## config.mk

```make
export PLATFORM = sky130hd
export DESIGN_NAME = prince_sbox_cms_pipe
export DESIGN_NICKNAME = d
export VERILOG_FILES = /design/src/rtl/prince_cms_pkg.sv /design/src/rtl/prince_sbox_cms_expand.sv /design/src/rtl/prince_sbox_cms_pipe.sv
export SDC_FILE = /design/constraint.sdc
export NUM_CORES = 2
export LEC_CHECK = 0
export BUFFER_PORTS_ARGS = -buffer_cell sky130_fd_sc_hd__buf_4
export CAP_MARGIN = 20
export CORE_ASPECT_RATIO = 1.75
export CORE_MARGIN = 3
export CORE_UTILIZATION = 55
export DETAILED_ROUTE_END_ITERATION = 12
export PLACE_DENSITY_LB_ADDON = 0.3
export SLEW_MARGIN = 0
export SYNTH_ARGS = -nofsm -noshare
export SYNTH_HDL_FRONTEND = slang
export SYNTH_SLANG_ARGS = --single-unit
```

## constraint.sdc

```tcl
create_clock -name clk -period 3.3 [get_ports clk]
set_input_delay 0.66 -clock clk [delete_from_list [all_inputs] [get_ports clk]]
set_output_delay 0.66 -clock clk [all_outputs]
set_load 0.02 [all_outputs]
```

## src/rtl/prince_cms_pkg.sv

```systemverilog
// Shared constants for the masked PRINCE S-box: sizes, S / S^-1 tables and their
// algebraic normal form, from which the share expansion is derived.
package prince_cms_pkg;

  localparam int NIBBLE  = 4;
  localparam int N_IN_SH = 2;
  localparam int N_EXP   = 16;
  localparam int N_MONO  = 16;

  // Entry i of each table occupies bits [4i+3:4i].
  localparam logic [63:0] SBOX_FWD = 64'h4D5E_0876_19CA_23FB;
  localparam logic [63:0] SBOX_INV = 64'h1CE5_046A_98DF_237B;

  // Moebius transform: coefficient of monomial m (bit v set = variable v present)
  // in output bit b is returned at position 16*b+m.
  function automatic logic [63:0] anf_of(input logic [63:0] tbl);
    logic [63:0] coef;
    logic        acc;
    coef = '0;
    for (int b = 0; b < NIBBLE; b++) begin
      for (int m = 0; m < N_MONO; m++) begin
        acc = 1'b0;
        for (int u = 0; u < N_MONO; u++)
          if ((u & ~m) == 0) acc ^= tbl[4*u+b];
        coef[16*b+m] = acc;
      end
    end
    return coef;
  endfunction

  localparam logic [63:0] ANF_FWD = anf_of(SBOX_FWD);
  localparam logic [63:0] ANF_INV = anf_of(SBOX_INV);

  // A monomial lands in tuple t only if every variable it lacks has share index 0 in t.
  function automatic logic tuple_owns(input logic [3:0] t, input logic [3:0] m);
    return (t & ~m) == 4'd0;
  endfunction

endpackage

```

## src/rtl/prince_sbox_cms_expand.sv

```systemverilog
// Combinational CMS expansion of one nibble: two input shares to 16 tuples of 4 bits,
// each tuple touching exactly one share of every input variable.
module prince_sbox_cms_expand
  import prince_cms_pkg::*;
(
  input  logic                    inv,
  input  logic [NIBBLE-1:0]       share0,
  input  logic [NIBBLE-1:0]       share1,
  output logic [NIBBLE*N_EXP-1:0] tuples
);

  logic [63:0] coef;

  assign coef = inv ? ANF_INV : ANF_FWD;

  // Tuple index bit v selects which share of variable v feeds that tuple.
  always_comb begin
    logic       prod;
    logic [3:0] tv;
    logic [3:0] mv;
    tuples = '0;
    prod   = 1'b0;
    tv     = '0;
    mv     = '0;
    for (int t = 0; t < N_EXP; t++) begin
      tv = 4'(t);
      for (int b = 0; b < NIBBLE; b++) begin
        for (int m = 0; m < N_MONO; m++) begin
          mv = 4'(m);
          if (coef[16*b+m] && tuple_owns(tv, mv)) begin
            prod = 1'b1;
            for (int v = 0; v < NIBBLE; v++)
              if (mv[v]) prod = prod & (tv[v] ? share1[v] : share0[v]);
            tuples[4*t+b] = tuples[4*t+b] ^ prod;
          end
        end
      end
    end
  end

endmodule

```

## src/rtl/prince_sbox_cms_pipe.sv

```systemverilog
// Two-stage first-order CMS-masked PRINCE S-box layer: registered 16-share expansion,
// then compression back to two shares with fresh randomness, under a global stall.
module prince_sbox_cms_pipe
  import prince_cms_pkg::*;
#(
  parameter int N_SBOX = 16
) (
  input  logic                     clk,
  input  logic                     rst_n,
  input  logic                     in_valid,
  output logic                     in_ready,
  input  logic                     in_inv,
  input  logic [NIBBLE*N_SBOX-1:0] in_share0,
  input  logic [NIBBLE*N_SBOX-1:0] in_share1,
  input  logic [NIBBLE*N_SBOX-1:0] in_rnd,
  output logic                     out_valid,
  input  logic                     out_ready,
  output logic [NIBBLE*N_SBOX-1:0] out_share0,
  output logic [NIBBLE*N_SBOX-1:0] out_share1
);

  localparam int W  = NIBBLE * N_SBOX;
  localparam int LW = NIBBLE * N_EXP;
  localparam int EW = LW * N_SBOX;

  logic          adv;
  logic          s1_valid;
  logic [W-1:0]  s1_rnd;
  logic [EW-1:0] exp_d;
  logic [EW-1:0] s1_exp;
  logic [W-1:0]  comp0;
  logic [W-1:0]  comp1;

  assign adv      = ~out_valid | out_ready;
  assign in_ready = adv;

  for (genvar i = 0; i < N_SBOX; i++) begin : g_lane
    logic [NIBBLE-1:0] c0;
    logic [NIBBLE-1:0] c1;

    prince_sbox_cms_expand u_expand (
      .inv    (in_inv),
      .share0 (in_share0[NIBBLE*i +: NIBBLE]),
      .share1 (in_share1[NIBBLE*i +: NIBBLE]),
      .tuples (exp_d[LW*i +: LW])
    );

    // Tuples with x share index 0 fold into share 0, the rest into share 1.
    always_comb begin
      c0 = '0;
      c1 = '0;
      for (int t = 0; t < N_EXP/2; t++) begin
        c0 = c0 ^ s1_exp[LW*i + NIBBLE*t +: NIBBLE];
        c1 = c1 ^ s1_exp[LW*i + NIBBLE*(t + N_EXP/2) +: NIBBLE];
      end
    end

    assign comp0[NIBBLE*i +: NIBBLE] = c0;
    assign comp1[NIBBLE*i +: NIBBLE] = c1;
  end

  always_ff @(posedge clk or negedge rst_n) begin
    if (!rst_n) begin
      s1_valid   <= 1'b0;
      s1_rnd     <= '0;
      s1_exp     <= '0;
      out_valid  <= 1'b0;
      out_share0 <= '0;
      out_share1 <= '0;
    end else if (adv) begin
      s1_valid   <= in_valid;
      s1_rnd     <= in_rnd;
      s1_exp     <= exp_d;
      out_valid  <= s1_valid;
      out_share0 <= comp0 ^ s1_rnd;
      out_share1 <= comp1 ^ s1_rnd;
    end
  end

endmodule

```

Word level (Yosys, flattened, before mapping)
Cells that the tools add are included.
Widths: inputs -> output; s select.
- multiplexer cells: 12485
- bitwise logic cells: 10788
- operators with widths (cell ; count):
    $mux 1 ; 12484
    $and 1x1->1 ; 6400
    $xor 1x1->1 ; 4160
    $xor 4x4->4 ; 224
    $xor 64x64->64 ; 2
    $mux 63 ; 1
    $not 1->1 ; 1
    $or 1x1->1 ; 1
- bits of input ports: 197
- output and inout port bits: 130
- logic and storage cells: 23279
- register bits after elaboration: 1218

Longest topological paths before layout
- word-level depth: 32
- gate-level depth with buffers: 11
- depth with buffers taken out: 8

By module
Synthesis repeated with hierarchy kept, for this count alone.
- cells, all modules: 9068
- area total of the unflattened synthesis: 73913.4 µm²
- by module, submodules not included (module ; area an instance (µm²) ; cells an instance ; seq. area each (µm²) ; instances):
    prince_sbox_cms_pipe ; 54966.5 ; 5910 ; 30479.2 ; 1
    prince_sbox_cms_expand (g_lane[10].u_expand ...) ; 1191.1 ; 198 ; 0.0 ; 14
    prince_sbox_cms_expand (g_lane[14].u_expand) ; 1207.4 ; 201 ; 0.0 ; 1
    prince_sbox_cms_expand (g_lane[0].u_expand) ; 1063.5 ; 185 ; 0.0 ; 1

Least setup slack after synthesis
OpenSTA, ideal clock, no wires.
- path type: input-to-reg
- from: input port in_share0[41]
- to: register s1_exp[640]
- data required time: 3.218 ns
- setup time: 0.082 ns
- cell stages on the path: 9
- data arrival time: 2.524 ns
- path buffers: 4
- slack: 0.694 ns
- path through: clkbuf_1 -> buf_2 -> clkbuf_1 -> and2_1 -> ha_1 -> clkbuf_1 -> o311ai_1 -> or3_1 -> a31oi_1
- cells in the longest elaborated chain, start to end: 29
- elaborated cells between the ends (all ways): 56
- classes of those cells: 30 x mux; 26 x bitwise
- RTL lines (item ; RTL line ; text):
    from (decl) ; prince_sbox_cms_pipe.sv:13 ; input logic [NIBBLE*N_SBOX-1:0] in_share0,
    $mux 1 ; - ;
    $xor 1x1->1 ; - ;
    $mux 1 ; - ;
    $xor 1x1->1 ; - ;
    $mux 1 ; - ;
    $xor 1x1->1 ; - ;
    $mux 1 ; - ;
    $xor 1x1->1 ; - ;
    (+13 left out) ; - ;
    $xor 1x1->1 ; - ;
    $mux 1 ; - ;
    $xor 1x1->1 ; - ;
    $mux 1 ; - ;
    $xor 1x1->1 ; - ;
    $mux 1 ; - ;
    $xor 1x1->1 ; - ;
    $mux 1 (*) ; - ;
    to (signal assigned) ; prince_sbox_cms_pipe.sv:73 ; s1_exp <= exp_d;
    to (decl) ; prince_sbox_cms_pipe.sv:30 ; logic [EW-1:0] s1_exp;
Every way passes the cells marked *; elsewhere a longest branch is shown, timed or not. The select of a mux whose other input is x is not followed.
A chain may end at the register's enable or synchronous reset.

Final worst setup path
- from: register out_valid
- to: output port in_ready
- cells in the longest elaborated chain, start to end: 2
- RTL lines (item ; RTL line ; text):
    from (decl) ; prince_sbox_cms_pipe.sv:16 ; output logic out_valid,
    from (signal assigned) ; prince_sbox_cms_pipe.sv:74 ; out_valid <= s1_valid;
    $not 1->1 ; - ;
    $or 1x1->1 ; - ;
    to (decl) ; prince_sbox_cms_pipe.sv:11 ; output logic in_ready,
Every way passes these cells.

==> flow_summary.json <==
{
  "drive_above_1_share_pct": 9.896,
  "die_w_um": 251.1,
  "grt_overflow_total": 0,
  "antenna_found_initial": 8,
  "timing.final.crit_share_pct": 79.90,
  "fill_cells": 8851,
  "clk-insertion-delay-late_ps": 710,
  "synthToLayoutAreaGrowth_pct": 11.00,
  "crit_start": "out_valid",
  "fmax_mhz": 379.3,
  "start_util_pct": 55.68,
  "antenna_left": 0,
  "postSynthAreaPerCell_um2": 9.154,
  "dr_wl_met3_um": 8812,
  "fin_nets": 6569,
  "final-seq-area_um2": 26080,
  "hold_violations": 0,
  "finClkSkew_ps": 25.01,
  "post-route-min-period_ps": 2637,
  "postCtsSetupRepairBufs": 0,
  "multi_input_area_um2": 28940,
  "cp_max_fo": 35,
  "path_cells": "nor2b_4 -> inv_8 -> buf_12 -> buf_4",
  "ios": 327,
  "cts_tree": "built",
  "p_comb_share_pct": 29.0,
  "synth_edf_count": 0,
  "hpwl_um": 112300,
  "p_leak_nw": 28.02,
  "design_area_um2": 64170,
  "htree_num_levels": 3,
  "cts_resized": 0,
  "pwr-share-clk_pct": 30.4,
  "io_buffers": 326,
  "grt_pass1_vias": 46940,
  "highest-signal-layer": "met5",
  "ys.flop_type": "dfrtp_1",
  "ctsHoldBuffers": 1,
  "placed_cell_area_um2": 60740,
  "post_drt_wl_per_cell_um": 20.48,
  "max-vdd-ir-drop_uv": 556.2,
  "die_h_um": 434.9,
  "drv_cap": 0,
  "place_congestion": 0.9407,
  "worstSetupPathType": "flop to primary output",
  "final_max_slew_viol_count": 0,
  "grt_pass1_wl_um": 254900,
  "synth_seq_cells": 1042,
  "clock_path_buffers": 3,
  "drc": 0,
  "rsz0062_at_grt": "false",
  "numCtsBuffers": 100,
  "met1_length_um": 59690,
  "arrival_ps": 1980,
  "cp.required_ps": 2640,
  "min_from": "in_valid",
  "rows": 156,
  "synth_warnings": 0,
  "wl_met2_um": 81230,
  "power_mw": 39.43,
  "rr_worst_depth": 6,
  "max_stage_delay_ps": 380,
  "via_per_inst": 5.975,
  "core_area_um2": 103800,
  "wirelength_um": 159500,
  "worstMarginPinSlew_ps": 840.5,
  "setup-violations-final": 0,
  "synthDistinctLibCells": 78,
  "endpoint_kind": "primary output",
  "grt.total_usage_pct": 28.93,
  "p_sw_share_pct": 32.98,
  "dieArea_um2": 109200,
  "setup-tns-final_ps": 0,
  "synthArstFlopShare_pct": 100.0,
  "yosysSeqAreaShare_pct": 45.10,
  "r2r_end": "s1_exp[480]",
  "first_iter_violations": 3521,
  "synth_area_um2": 57820,
  "crit_slowest_cell": "dfrtp_1",
  "p_int_mw": 26.42,
  "slew_headroom_pct": 43.97,
  "vias": 46510,
  "synthesis.nets": 6529,
  "status": "finished clean",
  "hp-class": "input port to flop",
  "setup.worst_path.start_class": "flop",
  "r2r_start": "out_valid",
  "power.net_switching_mw": 13.01,
  "cellPowerDensity_nw_per_um2": 614.4,
  "drt_pre_antenna_iters": 6,
  "clkSlewWorstSetupHoldPaths_ps": 70,
  "rrSetupSlack_ps": 1140,
  "pwr-share-seq_pct": 40.6,
  "cts-root-buf": "clkbuf_16",
  "grt_start_max_net_pins": 124,
  "endpoint": "in_ready",
  "synthesis.instances": 6316,
  "clock-sinks": 1042
}
metal layers:
layer,global-route usage [%],up-vias
li1,-,21680
met1,33.60,22590
met5,0,-
met3,4.122,510
met4,16.94,6
met2,50.77,1719
sequential cells by signal (all words and copies together), names as in the netlist:
register and cells:
out_valid 1, s1_rnd 64, s1_exp 848, out_share1 64, out_share0 64, s1_valid 1
cell usage in the layout, fill, tap and decap left out, types with 52 or more instances in the layout:
master and instances:
nand2b_1 69, o21ai_0 493, xor2_1 150, xnor2_1 932
a21o_1 52, dfrtp_1 1042, nand2_1 1094, a22o_1 253
nor2b_1 69, a32o_1 85, nand3_1 126, clkbuf_16 104
nor2_1 416, a21oi_1 362, o31ai_1 81, buf_4 405
cell usage after synthesis, types with 16 or more instances:
cell       number  area, um^2
buf_6          25       281.5
nand4_1        18       112.6
a21o_1         52       390.4
a22oi_1        22       165.2
nor2b_1        70       437.9
and3_1         44       275.3
buf_4          27       202.7
nor3_1         34       170.2
clkbuf_1      127       476.7
and2_1         25       156.4
ha_1           16       200.2
buf_1          23       86.33
nand2b_1       69       431.7
a32o_1         85       850.8
nand3_1       126       630.6
a211oi_1       41       307.8
dfrtp_1      1042       26080
buf_2         300        1501
nor2_1        416        1562
o22ai_1        39       244.0
o211ai_1       23       172.7
o21ai_0       493        2467
o2111ai_1      20       175.2
nor4_1         16       100.1
xor2_1        150        1314
a22o_1        253        2216
a31oi_1        22       137.6
nand2_1      1094        4106
a311oi_1       19       166.4
o31ai_1        81       608.1
inv_1          45       168.9
a21oi_1       362        1812
xnor2_1       932        8163
power groups by stage:
stage | logic, mW | registers (mW) | clock network (mW)
2_1_floorplan | 6.85 | 16.8 | 0
6_report | 11.4 | 16.0 | 12.0
3_5_place_dp | 11.5 | 16.2 | 0
4_1_cts | 11.5 | 16.0 | 12.2
3_3_place_gp | 11.3 | 16.2 | 0
5_1_grt | 12.4 | 16.2 | 12.7
per-stage QoR:
| step | hold slack, ps | setup slack (ps) | cells | utilization (%) |
|---|---|---|---|---|
| after floorplan | 364.4 | 694.3 | 6316 | - |
| after global placement | 441.4 | 568.7 | 7596 | 58.49 |
| after detailed placement | 457.5 | 639.4 | 7596 | 58.49 |
| after CTS | 91.76 | 608.8 | 7780 | 61.79 |
| after global routing | 130.4 | 616.1 | 7780 | 61.79 |
| final | 140.7 | 663.3 | 7785 | 61.80 |
area by class of cell:
cell class                 count  share of cell area [%]
inverter                      64                  0.3938
timing repair buffer         444                   5.923
clock buffer                 151                   4.751
tap                         1343                   2.618
antenna                        5                 0.01950
clock inverter                32                  0.5674
sequential                  1042                   40.63
multi-input combinational   4704                   45.09
kinds of logic after synthesis:
kind of cell	synth area share [%]
flip-flops	45.10
adder cells (fa/ha/maj)	0.3463
multiplexers	0.2489
XOR/XNOR	16.39
buffers and inverters	4.858
AND/OR/NAND/NOR	14.38
AO/OA/AOI/OAI	18.67
worst max-delay path: cells and delay by family, from the launching register on:
family	cells	cell delay, ps
buffers and inverters	3	650
AND/OR/NAND/NOR	1	160
flip-flops	1	380
how the worst min path moves through the flow:
| stage | to | cells after the start |
|---|---|---|
| finish | s1_valid | 3 |
| global route | s1_rnd[26] | 3 |
| CTS | s1_rnd[5] | 3 |
| detailed placement | out_valid | 1 |
| global placement | s1_valid | 2 |
| floorplan | out_share0[0] | 0 |
(Power assumes the default switching activity.)
